$ cat config.mk
export PLATFORM = sky130hd
export DESIGN_NAME = iter_alu
export DESIGN_NICKNAME = d
export VERILOG_FILES = /design/src/rtl/alu_pkg.sv /design/src/rtl/alu_core.sv /design/src/rtl/iter_alu.sv
export SDC_FILE = /design/constraint.sdc
export NUM_CORES = 1
export LEC_CHECK = 0
export BUFFER_PORTS_ARGS = -buffer_cell sky130_fd_sc_hd__buf_2
export CAP_MARGIN = 20
export CELL_PAD_IN_SITES_DETAIL_PLACEMENT = 1
export CELL_PAD_IN_SITES_GLOBAL_PLACEMENT = 1
export CORE_MARGIN = 2
export CORE_UTILIZATION = 39
export CTS_BUF_LIST = sky130_fd_sc_hd__clkbuf_8
export CTS_CLUSTER_SIZE = 40
export DETAILED_ROUTE_END_ITERATION = 6
export GPL_TIMING_DRIVEN = 0
export PLACE_DENSITY = 0.69
export SYNTH_ARGS = -nofsm -noshare
export SYNTH_HDL_FRONTEND = slang
export SYNTH_SLANG_ARGS = --single-unit
$ cat constraint.sdc
create_clock -name clk -period 6.7 [get_ports clk]
set_input_delay 0.335 -clock clk [delete_from_list [all_inputs] [get_ports clk]]
set_output_delay 0.335 -clock clk [all_outputs]
set_load 0.02 [all_outputs]
$ cat src/rtl/alu_pkg.sv
// Shared op-code constants and FSM state type for iter_alu.
// Imported by alu_core and iter_alu.
package alu_pkg;

  localparam logic [3:0] OP_ADD  = 4'd0;
  localparam logic [3:0] OP_SUB  = 4'd1;
  localparam logic [3:0] OP_AND  = 4'd2;
  localparam logic [3:0] OP_OR   = 4'd3;
  localparam logic [3:0] OP_SRL  = 4'd4;
  localparam logic [3:0] OP_SRA  = 4'd5;
  localparam logic [3:0] OP_SLL  = 4'd6;
  localparam logic [3:0] OP_SLT  = 4'd7;
  localparam logic [3:0] OP_SLTU = 4'd8;
  localparam logic [3:0] OP_MULU = 4'd9;
  localparam logic [3:0] OP_MUL  = 4'd10;
  localparam logic [3:0] OP_DIVU = 4'd11;
  localparam logic [3:0] OP_DIV  = 4'd12;

  typedef enum logic [1:0] {
    IDLE,
    ITER,
    DONE
  } state_t;

  function automatic logic is_iter(input logic [3:0] op);
    return (op >= OP_MULU) && (op <= OP_DIV);
  endfunction

endpackage

$ cat src/rtl/alu_core.sv
// Single-cycle combinational ops (add/sub/logic/shift/compare).
// Ports: op, a, b in; y out (0 for iterative/reserved codes).
module alu_core
  import alu_pkg::*;
#(
  parameter int WIDTH = 32,
  parameter int SHW   = $clog2(WIDTH)
) (
  input  logic [3:0]       op,
  input  logic [WIDTH-1:0] a,
  input  logic [WIDTH-1:0] b,
  output logic [WIDTH-1:0] y
);

  logic [SHW-1:0] sh;

  assign sh = b[SHW-1:0];

  always_comb begin
    y = '0;
    case (op)
      OP_ADD:  y = a + b;
      OP_SUB:  y = a - b;
      OP_AND:  y = a & b;
      OP_OR:   y = a | b;
      OP_SRL:  y = a >> sh;
      OP_SRA:  y = WIDTH'($signed(a) >>> sh);
      OP_SLL:  y = a << sh;
      OP_SLT:  y = {{(WIDTH-1){1'b0}}, $signed(a) < $signed(b)};
      OP_SLTU: y = {{(WIDTH-1){1'b0}}, a < b};
      default: y = '0;
    endcase
  end

endmodule

$ cat src/rtl/iter_alu.sv
// Multi-cycle ALU: simple ops in one cycle, mul/div one bit per cycle.
// Ports: clk, reset, start/op/a/b in; busy, done, result, hi out.
module iter_alu
  import alu_pkg::*;
#(
  parameter int WIDTH = 32,
  parameter int SHW   = $clog2(WIDTH)
) (
  input  logic             clk,
  input  logic             reset,
  input  logic             start,
  input  logic [3:0]       op,
  input  logic [WIDTH-1:0] a,
  input  logic [WIDTH-1:0] b,
  output logic             busy,
  output logic             done,
  output logic [WIDTH-1:0] result,
  output logic [WIDTH-1:0] hi
);

  state_t state, nstate;

  logic [SHW-1:0]   cnt;
  logic             mul_q, neg_q, neg_r;
  logic [WIDTH-1:0] a_q, opnd, acc_hi, acc_lo;

  logic [WIDTH-1:0] core_y;
  logic             sgn, sa, sb;
  logic [WIDTH-1:0] ma, mb;

  logic [WIDTH:0]     sum, shf;
  logic               ge;
  logic [WIDTH-1:0]   dif, nh, nl, fres, fhi;
  logic [2*WIDTH-1:0] prod;

  alu_core #(.WIDTH(WIDTH), .SHW(SHW)) u_core (
    .op (op),
    .a  (a),
    .b  (b),
    .y  (core_y)
  );

  // operand magnitudes; signs are reapplied after the last step
  always_comb begin
    sgn = (op == OP_MUL) || (op == OP_DIV);
    sa  = sgn & a[WIDTH-1];
    sb  = sgn & b[WIDTH-1];
    ma  = sa ? -a : a;
    mb  = sb ? -b : b;
  end

  // one iteration step plus final sign fix-up
  always_comb begin
    sum = {1'b0, acc_hi} + (acc_lo[0] ? {1'b0, opnd} : '0);
    shf = {acc_hi, acc_lo[WIDTH-1]};
    ge  = shf >= {1'b0, opnd};
    dif = shf[WIDTH-1:0] - opnd;
    if (mul_q) begin
      nh = sum[WIDTH:1];
      nl = {sum[0], acc_lo[WIDTH-1:1]};
    end else begin
      nh = ge ? dif : shf[WIDTH-1:0];
      nl = {acc_lo[WIDTH-2:0], ge};
    end
    prod = {nh, nl};
    if (neg_q) prod = -prod;
    fres = prod[WIDTH-1:0];
    fhi  = prod[2*WIDTH-1:WIDTH];
    if (!mul_q) begin
      if (opnd == '0) begin
        fres = '1;
        fhi  = a_q;
      end else begin
        fres = neg_q ? -nl : nl;
        fhi  = neg_r ? -nh : nh;
      end
    end
  end

  always_comb begin
    nstate = state;
    busy   = (state != IDLE);
    done   = 1'b0;
    unique case (state)
      IDLE: if (start) nstate = is_iter(op) ? ITER : DONE;
      ITER: if (cnt == SHW'(WIDTH-1)) nstate = DONE;
      DONE: begin
        done   = 1'b1;
        nstate = IDLE;
      end
      default: nstate = IDLE;
    endcase
  end

  always_ff @(posedge clk or posedge reset) begin
    if (reset) begin
      state  <= IDLE;
      cnt    <= '0;
      result <= '0;
      hi     <= '0;
      mul_q  <= 1'b0;
      neg_q  <= 1'b0;
      neg_r  <= 1'b0;
      a_q    <= '0;
      opnd   <= '0;
      acc_hi <= '0;
      acc_lo <= '0;
    end else begin
      state <= nstate;
      if (state == IDLE && start) begin
        if (is_iter(op)) begin
          cnt    <= '0;
          mul_q  <= (op == OP_MUL) || (op == OP_MULU);
          neg_q  <= sa ^ sb;
          neg_r  <= sa;
          a_q    <= a;
          opnd   <= mb;
          acc_hi <= '0;
          acc_lo <= ma;
        end else begin
          result <= core_y;
          hi     <= '0;
        end
      end
      if (state == ITER) begin
        acc_hi <= nh;
        acc_lo <= nl;
        cnt    <= cnt + 1'b1;
        if (cnt == SHW'(WIDTH-1)) begin
          result <= fres;
          hi     <= fhi;
        end
      end
    end
  end

endmodule
After elaboration in Yosys (flattened, before gate mapping)
Index checks and enable logic that the tools add are counted.
{ "word_totals": {"register_bits": 202, "out_inout_bits": 66} }
{ "classes": {"add_sub_neg": 10, "order_cmp": 5, "eq_ne": 16, "n_shift": 3, "muxes": 36, "bitwise_logic": 5, "n_reduce_logical": 13} }
{ "op_table": {"columns": ["cell", "n"], "rows": [
  ["two-way mux 32 bit", 26],
  ["one-hot mux 32 bit (9 select lines)", 1],
  ["negator 32 bit", 4],
  ["less-than comparator 32 bit", 2],
  ["two-way mux 64 bit", 1],
  ["negator 64 bit", 1],
  ["subtractor 32 bit", 2],
  ["adder 32 x 32 -> 33 bit", 1],
  [">= comparator 33 x 32 -> 1 bit", 1],
  ["adder 32 bit", 1],
  ["AND 32 bit", 1],
  ["logical NOT 32 bit", 1],
  ["OR 32 bit", 1],
  ["left shift 32 x 5 -> 32 bit", 1],
  [">> shifter 32 x 5 -> 32 bit", 1],
  [">>> shifter 32 x 5 -> 32 bit", 1],
  ["equality test 4 x 3 -> 1 bit (second input constant)", 4],
  ["equality test 4 bit (second input constant)", 4],
  ["two-way mux 5 bit", 3],
  ["equality test 4 x 2 -> 1 bit (second input constant)", 2],
  ["two-way mux 2 bit", 3],
  ["AND reduction 2 bit", 3],
  ["nonzero test 2 bit", 3],
  ["adder 5 x 1 -> 5 bit (second input constant)", 1],
  ["15 further kinds", 19]
]} }

Depth between registers and ports, before layout
{ "depth": {"word_depth": 9, "ltp_mapped": 24} }

Cells and area by module
Synthesis repeated with hierarchy kept, for this count alone.
{ "hier_totals": {"cells_unflattened": 3541, "area_unflattened_um2": 26043.7} }
{ "by_module_without_submodules": {"columns": ["mod", "n_inst", "cells_each", "area_per_inst_um2", "seq_area_each_um2"], "rows": [
  ["iter_alu", 1, 2207, 17344.1, 5054.8],
  ["alu_core", 1, 1334, 8699.6, 0.0]
]} }

Least setup slack after synthesis
OpenSTA, ideal clock, no wires.
{ "synth_timing": {"path_type": "register to register", "startpoint": "register acc_hi[1]", "endpoint": "register hi[22]", "setup_ns": 0.126, "arrival_ns": 4.838, "required_time_ns": 6.574, "path_slack_ns": 1.736, "stages_incl_launch_ff": 21, "path_cell_list": "dfrtp_1 > ha_1 > o211a_1 > o31a_1 > o211a_1 > o31a_4 > nor2_2 > buf_2 > buf_1 > mux2_2 > a21oi_1 > ha_1 > inv_1 > a31oi_1 > nand2_1 > or3_1 > clkbuf_1 > o41ai_1 > xnor2_1 > a21oi_1 > a221o_1"} }
{ "synth_via": {"elab_chain_cells": 9, "word_cells_on_any_way": 14, "cone_classes": "4 x add/sub; 1 x order compare; 9 x mux"} }
{ "synth_lines": {"columns": ["item", "line_no", "text"], "rows": [
  ["start: declaration", "iter_alu.sv:25", "logic [WIDTH-1:0] a_q, opnd, acc_hi, acc_lo;"],
  ["start signal: assignment", "iter_alu.sv:126", "acc_hi <= nh;"],
  ["subtractor 32 bit or >= comparator 33 x 32 -> 1 bit (tied branches)", "iter_alu.sv:57, iter_alu.sv:56", null],
  ["two-way mux 32 bit", "iter_alu.sv:62", "nh = ge ? dif : shf[WIDTH-1:0];"],
  ["two-way mux 32 bit", "iter_alu.sv:58", "if (mul_q) begin"],
  ["negator 32 bit", "iter_alu.sv:75", "fhi = neg_r ? -nh : nh;"],
  ["two-way mux 32 bit", "iter_alu.sv:75", null],
  ["two-way mux 32 bit", "iter_alu.sv:70", "if (opnd == '0) begin"],
  ["two-way mux 32 bit *", "iter_alu.sv:69", "if (!mul_q) begin"],
  ["two-way mux 32 bit *", "iter_alu.sv:129", "if (cnt == SHW'(WIDTH-1)) begin"],
  ["two-way mux 32 bit *", "iter_alu.sv:125", "if (state == ITER) begin"],
  ["end signal: assignment", "iter_alu.sv:131", "hi <= fhi;"],
  ["end: declaration", "iter_alu.sv:18", "output logic [WIDTH-1:0] hi"]
]} }
Every way passes the cells marked *; elsewhere a longest branch is shown, timed or not.
A chain may end at the register's enable or synchronous reset.

Final worst setup path
{ "layout_timing": {"startpoint": "register mul_q", "endpoint": "register hi[31]"} }
{ "layout_via": {"elab_chain_cells": 7, "word_cells_on_any_way": 10, "cone_classes": "2 x add/sub; 8 x mux"} }
{ "layout_lines": {"columns": ["item", "line_no", "text"], "rows": [
  ["start: declaration", "iter_alu.sv:24", "logic mul_q, neg_q, neg_r;"],
  ["start signal: assignment", "iter_alu.sv:113", "mul_q <= (op == OP_MUL) || (op == OP_MULU);"],
  ["two-way mux 32 bit", "iter_alu.sv:58", null],
  ["negator 32 bit", "iter_alu.sv:75", null],
  ["two-way mux 32 bit", "iter_alu.sv:75", null],
  ["two-way mux 32 bit", "iter_alu.sv:70", null],
  ["two-way mux 32 bit *", "iter_alu.sv:69", null],
  ["two-way mux 32 bit *", "iter_alu.sv:129", null],
  ["two-way mux 32 bit *", "iter_alu.sv:125", null]
]} }
Marked as above.

==> run_results.csv <==
group,metric,value,unit
yosys,syn_area_per_cell,7.44,sq um
clocking,cts_root_buf,"clkbuf_8",
critical_path,worstSetupPathType,"register to register",
die,fp.dieH,259,um
finish,drive_above_1_share,9.29,%
drt,drc,0,
drt,drt-total-wl,164,mm
critical_path,end_kind,"register",
clocking,clock_sinks,202,
yosys,netlist.top_cell.by_area,"dfrtp_1",
critical_path,cp.arrival,7140,ps
placement,port_buffers,134,
yosys,seq_area_frac_synth,19.9,%
finish,fin_util,43.8,%
die,die_area,67000,sq um
finish,area_growth,11.2,%
grt,grt_max_degree,126,
power_and_ir_drop,p_leak,0.0121,uW
timing,finalSetupViolations,0,
clocking,cts_made_buffers,38,
placement,place_congestion,1.08,
power_and_ir_drop,power.share.clock,10.0,%
yosys,ys_warn_count,0,
outcome,status,"finished with violations",
finish,nets,3839,
power_and_ir_drop,cellPowerDensity,495,nW/um^2
yosys,synthDistinctLibCells,104,
finish,layout_common_cells,"nand2_1 (372), o21ai_0 (346), a21oi_1 (257)",
min_path,hp-class,"input pin to register",
timing,finalCritPeriodShare,99.0,%
grt,first_global_vias,31500,
power_and_ir_drop,p_sw_share,59.4,%
drt,via_per_inst,7.05,
power_and_ir_drop,p_seq_share,17.1,%
drt,drtPass1Iterations,7,
timing,timing.fmax,151,MHz
die,die_w,259,um
timing,rsz0062_at_grt,"no",
critical_path,required,7210,ps
timing,post-route-min-period,6640,ps
timing,clock_skew,34.7,ps
clocking,cts_tree,"done",
yosys,synth-main-ff-cell,"dfrtp_1",
yosys,netlist_area,25300,sq um
clocking,clkLatencyLatePin,600,ps
grt,grt_remaining_overflow,0,
yosys,synth.net_count,3650,
yosys,async_flop_share,100,%
critical_path,max_stage_delay,850,ps
yosys,ys_seq_elements,202,
critical_path,cp_slowest_cell,"buf_1",
power_and_ir_drop,p_switching,8290,uW
clocking,htree_levels,2,
yosys,synth_top_area_share,19.9,%
grt,grt_pass1_wl,232,mm
critical_path,cp_cell_sequence,"clkbuf_1, buf_2, buf_2, buf_2, buf_1, buf_1, clkbuf_2, buf_1, nand3b_1, o21ai_0, xnor2_1, o211ai_1",
timing,slew_headroom,-0.879,%
yosys,synth_area_leaders,"dfrtp_1 (20%), ha_1 (8.2%), o21ai_0 (6.9%), nand2_1 (5.5%), xnor2_1 (5.2%)",
timing,worst_pin_slew,1510,ps
clocking,clk_path_buf_depth,3,
grt,antenna_found_initial,19,
critical_path,critPathMaxFanout,10,
timing,hold_viol,0,
clocking,cts.clk_slew.worst_paths,60,ps
finish,layout_commonest_cell,"nand2_1",
die,fp-row-count,93,
yosys,synthesis.instances,3408,
die,io_pins,137,
power_and_ir_drop,p_int,5670,uW
placement,dp_hpwl,130,mm
drt,drtIter0Drc,4188,
die,core,64300,sq um
critical_path,start_kind,"register",
power_and_ir_drop,vdd_ir_drop_max,0.000213,V
drt,dr_total_vias,31600,
grt,track_usage,48.0,%
timing,setup_tns,0,ps
flow_run,drv_cap,0,
clocking,cts_setup_buffers,0,
outcome,violations,"slew limit",
power_and_ir_drop,p_comb_share,72.9,%
drt,drtAntennaViolNets,0,
drt,wire_per_inst,36.6,um
timing,maxSlewViolCount,1,
yosys,synth_edf_count,0,
die,initial_utilization,39.4,%
-- layer usage --
metal	global-route usage, %	routed length (um)
met2	72.0	69000
met4	40.0	17200
met3	13.9	17200
met5	0	72
met1	56.6	60500
-- worst max-delay path, delay by kind of cell, from the launching register on --
| family | cells | cell delay [ps] |
|---|---|---|
| buf+inv | 8 | 4850 |
| xor+xnor | 1 | 160 |
| simple gates | 1 | 410 |
| flops | 1 | 400 |
| compound gates | 2 | 660 |
-- final timing paths --
kind                                         from                   end  slack (ps)  cells past startpoint
worst max-delay path            mul_q$_DFFE_PP0P_      hi[31]$_DFF_PP0_          60                     12
min in group asynchronous                   reset  opnd[14]$_DFFE_PP0P_         390                      3
worst min-delay path                         b[8]   opnd[8]$_DFFE_PP0P_         260                      3
worst max register to register  mul_q$_DFFE_PP0P_      hi[31]$_DFF_PP0_          60                     12
max in group asynchronous                   reset  opnd[21]$_DFFE_PP0P_        5160                      4
worst min register to register   hi[21]$_DFF_PP0_      hi[21]$_DFF_PP0_         490                      1
-- cell families (layout without fill, tap and decap cells) --
kind of cell | count (synthesis) | in the layout | synth area share, %
AOI/OAI and AO/OA | 1178 | 1178 | 30.3
xor gates and xnor gates | 195 | 195 | 6.74
adders and majority gates | 171 | 171 | 8.56
DFF | 202 | 202 | 19.9
muxes | 160 | 160 | 7.49
other | 0 | 5 | 0
buffers and inverters | 388 | 606 | 5.92
and+or+nand+nor | 1114 | 1114 | 21.1
-- power by group through the flow --
stage / Combinational (uW) / Clock [uW] / Sequential [uW]
3_5_place_dp: 9570 / 0 / 2330
5_1_grt: 10600 / 1410 / 2380
3_3_place_gp: 9290 / 0 / 2300
6_report: 10200 / 1390 / 2390
2_1_floorplan: 6300 / 0 / 2030
4_1_cts: 9650 / 1370 / 2310
-- through the flow --
stage          hold slack, ps  total power [uW]  worst slack [ps]  std cells  area, sq um
2_1_floorplan             445              8340               854       3408        25300
3_3_place_gp              461             11600             -1780       4397        27100
3_5_place_dp              469             11900              -769       4402        27200
4_1_cts                   235             13300               166       4471        28000
5_1_grt                   259             14400              2.27       4481        28200
6_report                  259             14000              64.4       4486        28200
-- flip-flops by register name, indices dropped and copies added, names as in the netlist --
signal / count
mul_q: 1
neg_q: 1
acc_lo: 32
hi: 32
result: 32
state: 2
neg_r: 1
a_q: 32
opnd: 32
cnt: 5
acc_hi: 32
-- synthesized netlist by cell type (all sizes together) (54+ instances only) --
cell	n
a21o	59
a21oi	260
and2	54
buf	60
clkbuf	164
dfrtp	202
ha	167
inv	162
mux2i	115
nand2	373
nand3	113
nor2	255
nor3	73
o21ai	359
xnor2	150
-- repair_timing --
item                                   in CTS  in global routing
hold buffers                                1                  0
endpoints found under the hold margin      77                  0
gates resized for setup                     4                  8
pin swaps                                   0                  1
setup endpoints to repair                  21                 26
-- final cells by class --
type	count	area (sq um)
repair buffers	151	871
clock buffers	49	674
plain buffers	222	887
multi-input cells	2818	18800
fillers	8155	36200
inverters	164	623
clock inverters	20	169
well taps	855	1070
flip-flops and latches	202	5050
diodes	5	12.5
No activity file was read; power rests on OpenSTA's default activity.
